[src/rtl/muldiv_unit_if.sv]
// Handshake and data bundle between the core pipeline and the multiply/divide unit.
// The core drives requests and MTHI/MTLO writes; the unit returns status and HI/LO.
interface muldiv_unit_if;
   logic        start;
   logic [1:0]  op;
   logic [31:0] rs_data;
   logic [31:0] rt_data;
   logic        cancel;
   logic        hi_we;
   logic        lo_we;
   logic [31:0] wdata;
   logic        busy;
   logic        done;
   logic [31:0] hi;
   logic [31:0] lo;

   modport master (
      output start, op, rs_data, rt_data, cancel, hi_we, lo_we, wdata,
      input  busy, done, hi, lo
   );

   modport slave (
      input  start, op, rs_data, rt_data, cancel, hi_we, lo_we, wdata,
      output busy, done, hi, lo
   );
endinterface

[src/rtl/muldiv_unit.sv]
// Iterative radix-2 MULT/MULTU/DIV/DIVU unit owning the HI/LO registers.
// Every operation runs 32 steps on magnitudes; signs are fixed up on the final step.
module muldiv_unit (
   input  logic           clk,
   input  logic           reset,
   muldiv_unit_if.slave   bus
);

   typedef enum logic {IDLE, RUN} state_t;

   state_t      state_reg;
   logic [5:0]  count_reg;
   logic        div_reg;
   logic        neg_q_reg;
   logic        neg_r_reg;
   logic        div_zero_reg;
   logic [31:0] m_reg;
   logic [31:0] q_reg;
   logic [31:0] rs_raw_reg;
   logic [63:0] acc_reg;
   logic [31:0] hi_reg;
   logic [31:0] lo_reg;
   logic        busy_reg;
   logic        done_reg;

   logic        signed_op;
   logic [31:0] rs_abs;
   logic [31:0] rt_abs;

   always_comb begin
      signed_op = ~bus.op[0];
      rs_abs    = (signed_op && bus.rs_data[31]) ? (~bus.rs_data + 32'd1) : bus.rs_data;
      rt_abs    = (signed_op && bus.rt_data[31]) ? (~bus.rt_data + 32'd1) : bus.rt_data;
   end

   // One iteration. Multiply: m_reg is the multiplicand, q_reg shifts the
   // multiplier out LSB-first. Divide: m_reg is the divisor, q_reg shifts the
   // dividend out MSB-first and collects quotient bits at the bottom.
   logic [32:0] mul_sum;
   logic [32:0] rem_sh;
   logic [31:0] rem_diff;
   logic        rem_fits;
   logic [63:0] acc_next;
   logic [31:0] q_next;

   always_comb begin
      mul_sum  = {1'b0, acc_reg[63:32]} + (q_reg[0] ? {1'b0, m_reg} : 33'd0);
      rem_sh   = {acc_reg[63:32], q_reg[31]};
      rem_fits = (rem_sh >= {1'b0, m_reg});
      rem_diff = rem_sh[31:0] - m_reg;
      acc_next = {mul_sum, acc_reg[31:1]};
      q_next   = {1'b0, q_reg[31:1]};
      if (div_reg) begin
         if (rem_fits) begin
            acc_next = {rem_diff, 32'd0};
            q_next   = {q_reg[30:0], 1'b1};
         end else begin
            acc_next = {rem_sh[31:0], 32'd0};
            q_next   = {q_reg[30:0], 1'b0};
         end
      end
   end

   // Sign fix-up of the completed magnitude result.
   logic [63:0] prod_fix;
   logic [31:0] quot_fix;
   logic [31:0] rem_fix;
   logic [31:0] res_hi;
   logic [31:0] res_lo;

   always_comb begin
      prod_fix = neg_q_reg ? (~acc_next + 64'd1) : acc_next;
      quot_fix = neg_q_reg ? (~q_next + 32'd1) : q_next;
      rem_fix  = neg_r_reg ? (~acc_next[63:32] + 32'd1) : acc_next[63:32];
      res_hi   = prod_fix[63:32];
      res_lo   = prod_fix[31:0];
      if (div_reg) begin
         if (div_zero_reg) begin
            res_hi = rs_raw_reg;
            res_lo = 32'hFFFF_FFFF;
         end else begin
            res_hi = rem_fix;
            res_lo = quot_fix;
         end
      end
   end

   always_ff @(posedge clk) begin
      if (reset) begin
         state_reg    <= IDLE;
         count_reg    <= 6'd0;
         div_reg      <= 1'b0;
         neg_q_reg    <= 1'b0;
         neg_r_reg    <= 1'b0;
         div_zero_reg <= 1'b0;
         m_reg        <= 32'd0;
         q_reg        <= 32'd0;
         rs_raw_reg   <= 32'd0;
         acc_reg      <= 64'd0;
         hi_reg       <= 32'd0;
         lo_reg       <= 32'd0;
         busy_reg     <= 1'b0;
         done_reg     <= 1'b0;
      end else begin
         case (state_reg)
            IDLE: begin
               done_reg <= 1'b0;
               if (bus.start) begin
                  state_reg    <= RUN;
                  busy_reg     <= 1'b1;
                  count_reg    <= 6'd0;
                  div_reg      <= bus.op[1];
                  neg_q_reg    <= signed_op & (bus.rs_data[31] ^ bus.rt_data[31]);
                  neg_r_reg    <= signed_op & bus.rs_data[31];
                  div_zero_reg <= (bus.rt_data == 32'd0);
                  rs_raw_reg   <= bus.rs_data;
                  acc_reg      <= 64'd0;
                  m_reg        <= bus.op[1] ? rt_abs : rs_abs;
                  q_reg        <= bus.op[1] ? rs_abs : rt_abs;
               end else begin
                  if (bus.hi_we) hi_reg <= bus.wdata;
                  if (bus.lo_we) lo_reg <= bus.wdata;
               end
            end
            RUN: begin
               // Cancel beats the final step: nothing is committed.
               if (bus.cancel) begin
                  state_reg <= IDLE;
                  busy_reg  <= 1'b0;
                  done_reg  <= 1'b0;
               end else begin
                  acc_reg <= acc_next;
                  q_reg   <= q_next;
                  if (count_reg == 6'd31) begin
                     hi_reg    <= res_hi;
                     lo_reg    <= res_lo;
                     done_reg  <= 1'b1;
                     busy_reg  <= 1'b0;
                     state_reg <= IDLE;
                  end else begin
                     count_reg <= count_reg + 6'd1;
                  end
               end
            end
            default: begin
               state_reg <= IDLE;
               busy_reg  <= 1'b0;
               done_reg  <= 1'b0;
            end
         endcase
      end
   end

   assign bus.busy = busy_reg;
   assign bus.done = done_reg;
   assign bus.hi   = hi_reg;
   assign bus.lo   = lo_reg;

endmodule
[src/flat_wrapper.sv]
// flat-port wrapper written by rule: the top's interface ports become plain ports
module muldiv_unit_flat 
  (clk, reset, bus_start, bus_op, bus_rs_data, bus_rt_data, bus_cancel, bus_hi_we, bus_lo_we, bus_wdata, bus_busy, bus_done, bus_hi, bus_lo);
  muldiv_unit_if bus_i ();
  input  logic clk;
  input  logic reset;
  input wire logic [$bits(bus_i.start)-1:0] bus_start;
  input wire logic [$bits(bus_i.op)-1:0] bus_op;
  input wire logic [$bits(bus_i.rs_data)-1:0] bus_rs_data;
  input wire logic [$bits(bus_i.rt_data)-1:0] bus_rt_data;
  input wire logic [$bits(bus_i.cancel)-1:0] bus_cancel;
  input wire logic [$bits(bus_i.hi_we)-1:0] bus_hi_we;
  input wire logic [$bits(bus_i.lo_we)-1:0] bus_lo_we;
  input wire logic [$bits(bus_i.wdata)-1:0] bus_wdata;
  output wire logic [$bits(bus_i.busy)-1:0] bus_busy;
  output wire logic [$bits(bus_i.done)-1:0] bus_done;
  output wire logic [$bits(bus_i.hi)-1:0] bus_hi;
  output wire logic [$bits(bus_i.lo)-1:0] bus_lo;
  assign bus_i.start = bus_start;
  assign bus_i.op = bus_op;
  assign bus_i.rs_data = bus_rs_data;
  assign bus_i.rt_data = bus_rt_data;
  assign bus_i.cancel = bus_cancel;
  assign bus_i.hi_we = bus_hi_we;
  assign bus_i.lo_we = bus_lo_we;
  assign bus_i.wdata = bus_wdata;
  assign bus_busy = bus_i.busy;
  assign bus_done = bus_i.done;
  assign bus_hi = bus_i.hi;
  assign bus_lo = bus_i.lo;
  muldiv_unit u_core (.clk(clk), .reset(reset), .bus(bus_i));
endmodule
[config.mk]
export PLATFORM = sky130hd
export DESIGN_NAME = muldiv_unit_flat
export DESIGN_NICKNAME = d
export VERILOG_FILES = /design/src/rtl/muldiv_unit_if.sv /design/src/rtl/muldiv_unit.sv /design/src/flat_wrapper.sv
export SDC_FILE = /design/constraint.sdc
export NUM_CORES = 1
export LEC_CHECK = 0
export BUFFER_PORTS_ARGS = -buffer_cell sky130_fd_sc_hd__buf_2
export CAP_MARGIN = 20
export CELL_PAD_IN_SITES_DETAIL_PLACEMENT = 0
export CELL_PAD_IN_SITES_GLOBAL_PLACEMENT = 1
export CORE_UTILIZATION = 42
export CTS_BUF_LIST = sky130_fd_sc_hd__clkbuf_8
export DETAILED_ROUTE_END_ITERATION = 8
export PLACE_DENSITY = 0.84
export RECOVER_POWER = 25
export REMOVE_ABC_BUFFERS = 1
export SYNTH_ARGS = -nofsm -noshare
export SYNTH_HDL_FRONTEND = slang
export SYNTH_SLANG_ARGS = --single-unit
[constraint.sdc]
create_clock -name clk -period 3.9 [get_ports clk]
set_input_delay 0.975 -clock clk [delete_from_list [all_inputs] [get_ports clk]]
set_output_delay 0.975 -clock clk [all_outputs]
set_load 0.01 [all_outputs]
==> reports/results.md <==
| Group | Item | Reported |
|:---|:---|:---|
| run status | Result of the run | finished, violations left |
| run status | Violations in the final reports | max-capacitance violations, max-slew violations, negative setup slack |
| layout | Share of final-layout standard cells stronger than drive strength 1 | 35.0% |
| layout | Area added between synthesis and finish | 45.1% |
| yosys | Synth top area share | 24.1% |
| timing | Final setup fails | 29 |
| yosys | Share of the yosys chip area belonging to registers | 24.1% |
| yosys | Number of enable-type register cells in the synthesized netlist | 0 |
| timing | Pin slew with the least headroom to its limit | 2.77 ns |
| timing | Setup ws final | -0.452 ns |
| timing | Max Clock Skew | 0.0415 ns |
| global route | Maximum number of pins on one net before global-route repair | 88 |
| yosys | Async S/R FF share, synth | 0% |
| layout | Number of flip-flops under the largest register name | 63 |
| global route | Antenna violations before repair | 4 |
| routing | Detail Route met2 WL | 39.7 mm |
| layout | Fraction of the core area covered by cells at the end of the flow | 62.2% |
| global route | First-pass GRT wire length | 133 mm |
| layout | Post-route design area | 28,500 sq um |
| pwr | Peak supply drop | 0.249 mV |
| clock tree | Clock root buffer | sky130_fd_sc_hd__clkbuf_8 |
| global route | Total global routing overflow | 0 |
| pwr | Leakage power | 11.7 nW |
| routing | Total number of vias | 24,400 |
| place | Cell area reported after detailed placement | 24,800 sq um |
| clock tree | Maximum clock insertion buffer count | 3 |
| timing | Unrepaired setup endpoints after global routing | yes |
| timing | Achievable clock frequency | 0.230 GHz |
| clock tree | Number of H-tree levels | 2 |
| clock tree | Inserted Clock Buffers | 45 |
| clock tree | TritonCTS clock tree | built |
| yosys | Synth top area cells | sky130_fd_sc_hd__dfxtp_1 24%, sky130_fd_sc_hd__nand2_1 6.8%, sky130_fd_sc_hd__a21oi_1 6.6% |
| pwr | Total power density per cell area | 294 nW/um^2 |
| routing | Post-detailed-route count of antenna-violating nets | 0 |
| worst setup path | Crit path launch | u_core.q_reg[0] |
| yosys | Unique cell type count in the Yosys netlist | 109 |
| place | Cell Count Post-Placement | 3,840 |
| worst setup path | Register-to-register setup slack | -0.45 ns |
| floorplanning | Chip width | 218 um |
| routing | Routed wire length | 91.3 mm |
| worst setup path | CP Buf/Inv Count | 7 |
| routing | Drc violations | 0 |
| routing | Met1 layer wirelength in the final routing | 37.9 mm |
| worst setup path | Maximum fanout count along the critical path | 6 |
| routing | Wire per inst | 22.8 um |
| layout | Fill cell total of the finished layout | 4,033 |
| clock tree | Sinks on the clock net | 236 |
| worst setup path | Worst path top cell family by delay | compound AO/OA/AOI/OAI gates |
| routing | DR pass1 iterations | 6 |
| yosys | Synthesized netlist cell count | 2,700 |
| worst setup path | Most used cell, CP | sky130_fd_sc_hd__buf_6 |
| clock tree | Post-CTS clock slew at the launch and capture registers of the worst setup and hold paths | 0.06 ns |
| place | Placed wire-length estimate | 67.5 mm |
| timing | Number of pins with negative max-slew slack in the final report | 152 |
| clock tree | Number of hold-repair buffers added at the cts stage | 0 |
| worst setup path | Crit Path Class | reg -> reg |
| floorplanning | Full die area | 47,600 sq um |
| yosys | Synth warnings | 0 |
| layout | Most common library cell in the layout ignoring fill and taps | sky130_fd_sc_hd__buf_4 |
| yosys | Area leader, netlist | sky130_fd_sc_hd__dfxtp_1 |
| floorplanning | Number of placement rows | 78 |
| worst setup path | Critical-path top delay cell | sky130_fd_sc_hd__fa_2 |
| worst hold path | Number of cells traversed by the worst hold path | 2 |
| routing | Highest metal layer with signal wires | met4 |
| timing | Worst slew margin relative to its limit | -84.9% |
| worst setup path | Worst path required time | 4.36 ns |
| worst setup path | Endpoint of the worst-slack reg-to-reg timing path | u_core.bus.hi[23] |
| worst setup path | Startpoint type of the worst setup path | register |
| global route | GR Util All Layers | 36.3% |
| floorplanning | Ports | 170 |
| routing | DRC violation total after the first TritonRoute iteration | 2,978 |
| routing | Wire length on met3 | 8.15 mm |
| floorplanning | Initial Utilization | 42.9% |
| worst hold path | Hold Crit Class | reg -> reg |
| timing | Post-route fraction of the period consumed by the critical path | 112% |
| timing | Final Critical Period | 4.35 ns |
| yosys | Mean Syn Cell Area | 7.27 sq um |
| worst setup path | Reg2reg start | u_core.q_reg[0] |
| job | Max-cap violation count | 3 |
| routing | Mean number of vias per cell | 6.11 |
| worst hold path | Destination of the worst hold path | u_core.rs_raw_reg[11] |
| worst setup path | Max incr delay on CP | 0.39 ns |
| floorplanning | Placeable Area | 45,800 sq um |
| timing | Final hold violation count | 0 |
| worst setup path | Signal arrival time at the worst endpoint | 4.82 ns |
| worst setup path | Worst path depth | 23 |
| yosys | Netlist area before placement | 19,600 sq um |
| place | Placer's final routability congestion estimate | 0.990 |
| worst setup path | Cells traversed along the worst timing path | and2_4 > ha_4 > inv_2 > fa_2 > nand2b_4 > a21o_4 > buf_6 > a31o_4 > buf_6 > a21oi_4 > xor2_2 > o221ai_2 > o2111ai_4 > nor4b_4 > buf_4 > nand4b_4 > buf_6 > buf_4 > buf_6 > nand2_4 > xnor2_2 > o221ai_2 > o2bb2ai_1 |
| clock tree | Clock network latency to the later pin of the worst-skew pair | 0.62 ns |
| layout | Layout Nets | 3,544 |
| layout | Non-Filler Instances | 3,996 |
| worst setup path | Register-to-Register Path Depth | 23 |
| place | Number of input and output port buffers inserted | 169 |
| yosys | Leading register cell type out of synthesis | sky130_fd_sc_hd__dfxtp_1 |
| floorplanning | Height of the die | 218 um |
| yosys | Synthesized flop and latch total | 236 |
| worst hold path | Beginning of the worst hold path | u_core.rs_raw_reg[11] |
| layout | Highest-count cells in the layout ignoring fill and taps | 567 x sky130_fd_sc_hd__buf_4, 338 x sky130_fd_sc_hd__nand2_1, 252 x sky130_fd_sc_hd__nor2_1 |
| global route | Via count of the first global-routing pass | 22,800 |
| worst setup path | Sort of element at the end of the critical path | register |
| place | Worst setup slack before clock tree synthesis | -0.878 ns |
what timing repair did:
action / 4_1_cts / 5_1_grt
endpoints found under the hold margin: 0 / 0
buffers inserted: 51 / 33
pin swaps: 109 / 95
resized for setup: 301 / 164
gates cloned: 1 / 2
endpoints found under the setup margin: 40 / 41
cells in the mapped netlist (23+ instances only):
master / n
sky130_fd_sc_hd__xnor2_1: 126
sky130_fd_sc_hd__a21oi_1: 260
sky130_fd_sc_hd__dfxtp_1: 236
sky130_fd_sc_hd__o211ai_1: 39
sky130_fd_sc_hd__nor3_1: 81
sky130_fd_sc_hd__nand2b_1: 25
sky130_fd_sc_hd__xor2_1: 83
sky130_fd_sc_hd__nor2_1: 267
sky130_fd_sc_hd__nand2_1: 357
sky130_fd_sc_hd__or3_1: 26
sky130_fd_sc_hd__a211oi_1: 50
sky130_fd_sc_hd__nand3_1: 44
sky130_fd_sc_hd__ha_1: 70
sky130_fd_sc_hd__clkbuf_1: 135
sky130_fd_sc_hd__inv_1: 72
sky130_fd_sc_hd__o221ai_1: 43
sky130_fd_sc_hd__a21o_1: 29
sky130_fd_sc_hd__nor4_1: 23
sky130_fd_sc_hd__o21ai_0: 188
sky130_fd_sc_hd__o31ai_1: 35
sky130_fd_sc_hd__a311oi_1: 32
sky130_fd_sc_hd__a22o_1: 44
sky130_fd_sc_hd__mux2i_1: 40
sky130_fd_sc_hd__and2_1: 42
tightest hold or removal path, cell delays in order, from the launching register on:
cell	delay, ns
sky130_fd_sc_hd__dfxtp_1	0.30
sky130_fd_sc_hd__nand2_1	0.05
sky130_fd_sc_hd__a21oi_1	0.05
worst max path at each step:
stage | to | slack, ns
after floorplan | u_core.bus.hi[28] | -5.04
after global routing | u_core.bus.lo[28] | -0.56
after detailed placement | u_core.bus.lo[28] | -0.88
final | u_core.bus.hi[23] | -0.45
after CTS | u_core.bus.hi[31] | -0.32
after global placement | u_core.bus.lo[28] | -0.80
where the power goes:
part / internal, mW / switching, mW
logic: 1.40 / 1.83
registers: 2.54 / 0.103
clock network: 1.33 / 1.17
cells by family (layout without fill, tap and decap cells):
kind of cell,Yosys count,after routing,synth area share (%)
AO/OA/AOI/OAI,898,898,30.5
flip-flops,236,236,24.1
multiplexers,55,55,2.90
adder cells (fa/ha/maj),72,72,4.67
other,0,3,0
buffers and inverters,254,947,5.17
AND/OR/NAND/NOR,976,976,23.4
XOR/XNOR,209,209,9.32
stage by stage:
stage | setup TNS (ns) | total power, mW | hold slack [ns]
floorplan | -662.86 | 4.00 | 0.425
global placement | -17.01 | 5.24 | 0.440
detailed placement | -19.48 | 5.28 | 0.447
CTS | -4.03 | 8.04 | 0.456
global route | -11.55 | 8.68 | 0.475
finish | -7.77 | 8.37 | 0.456
area by class of cell:
| type | instances | area, sq um | area share (%) |
|---|---|---|---|
| diodes | 3 | 7.51 | 0.0264 |
| clock buffers | 52 | 716 | 2.51 |
| clock inverters | 20 | 136 | 0.479 |
| inverters | 74 | 278 | 0.975 |
| multi-input cells | 2210 | 15900 | 55.9 |
| flip-flops and latches | 236 | 4760 | 16.7 |
| well taps | 600 | 751 | 2.64 |
| repair buffers | 801 | 5910 | 20.7 |
layer usage:
| metal | vias up | global-route usage [%] |
|---|---|---|
| met5 | - | 0 |
| met4 | 0 | 19.6 |
| met3 | 275 | 4.77 |
| met2 | 1328 | 55.7 |
| met1 | 11600 | 49.2 |
| li1 | 11200 | - |
Power figures use the tool's default switching activity.
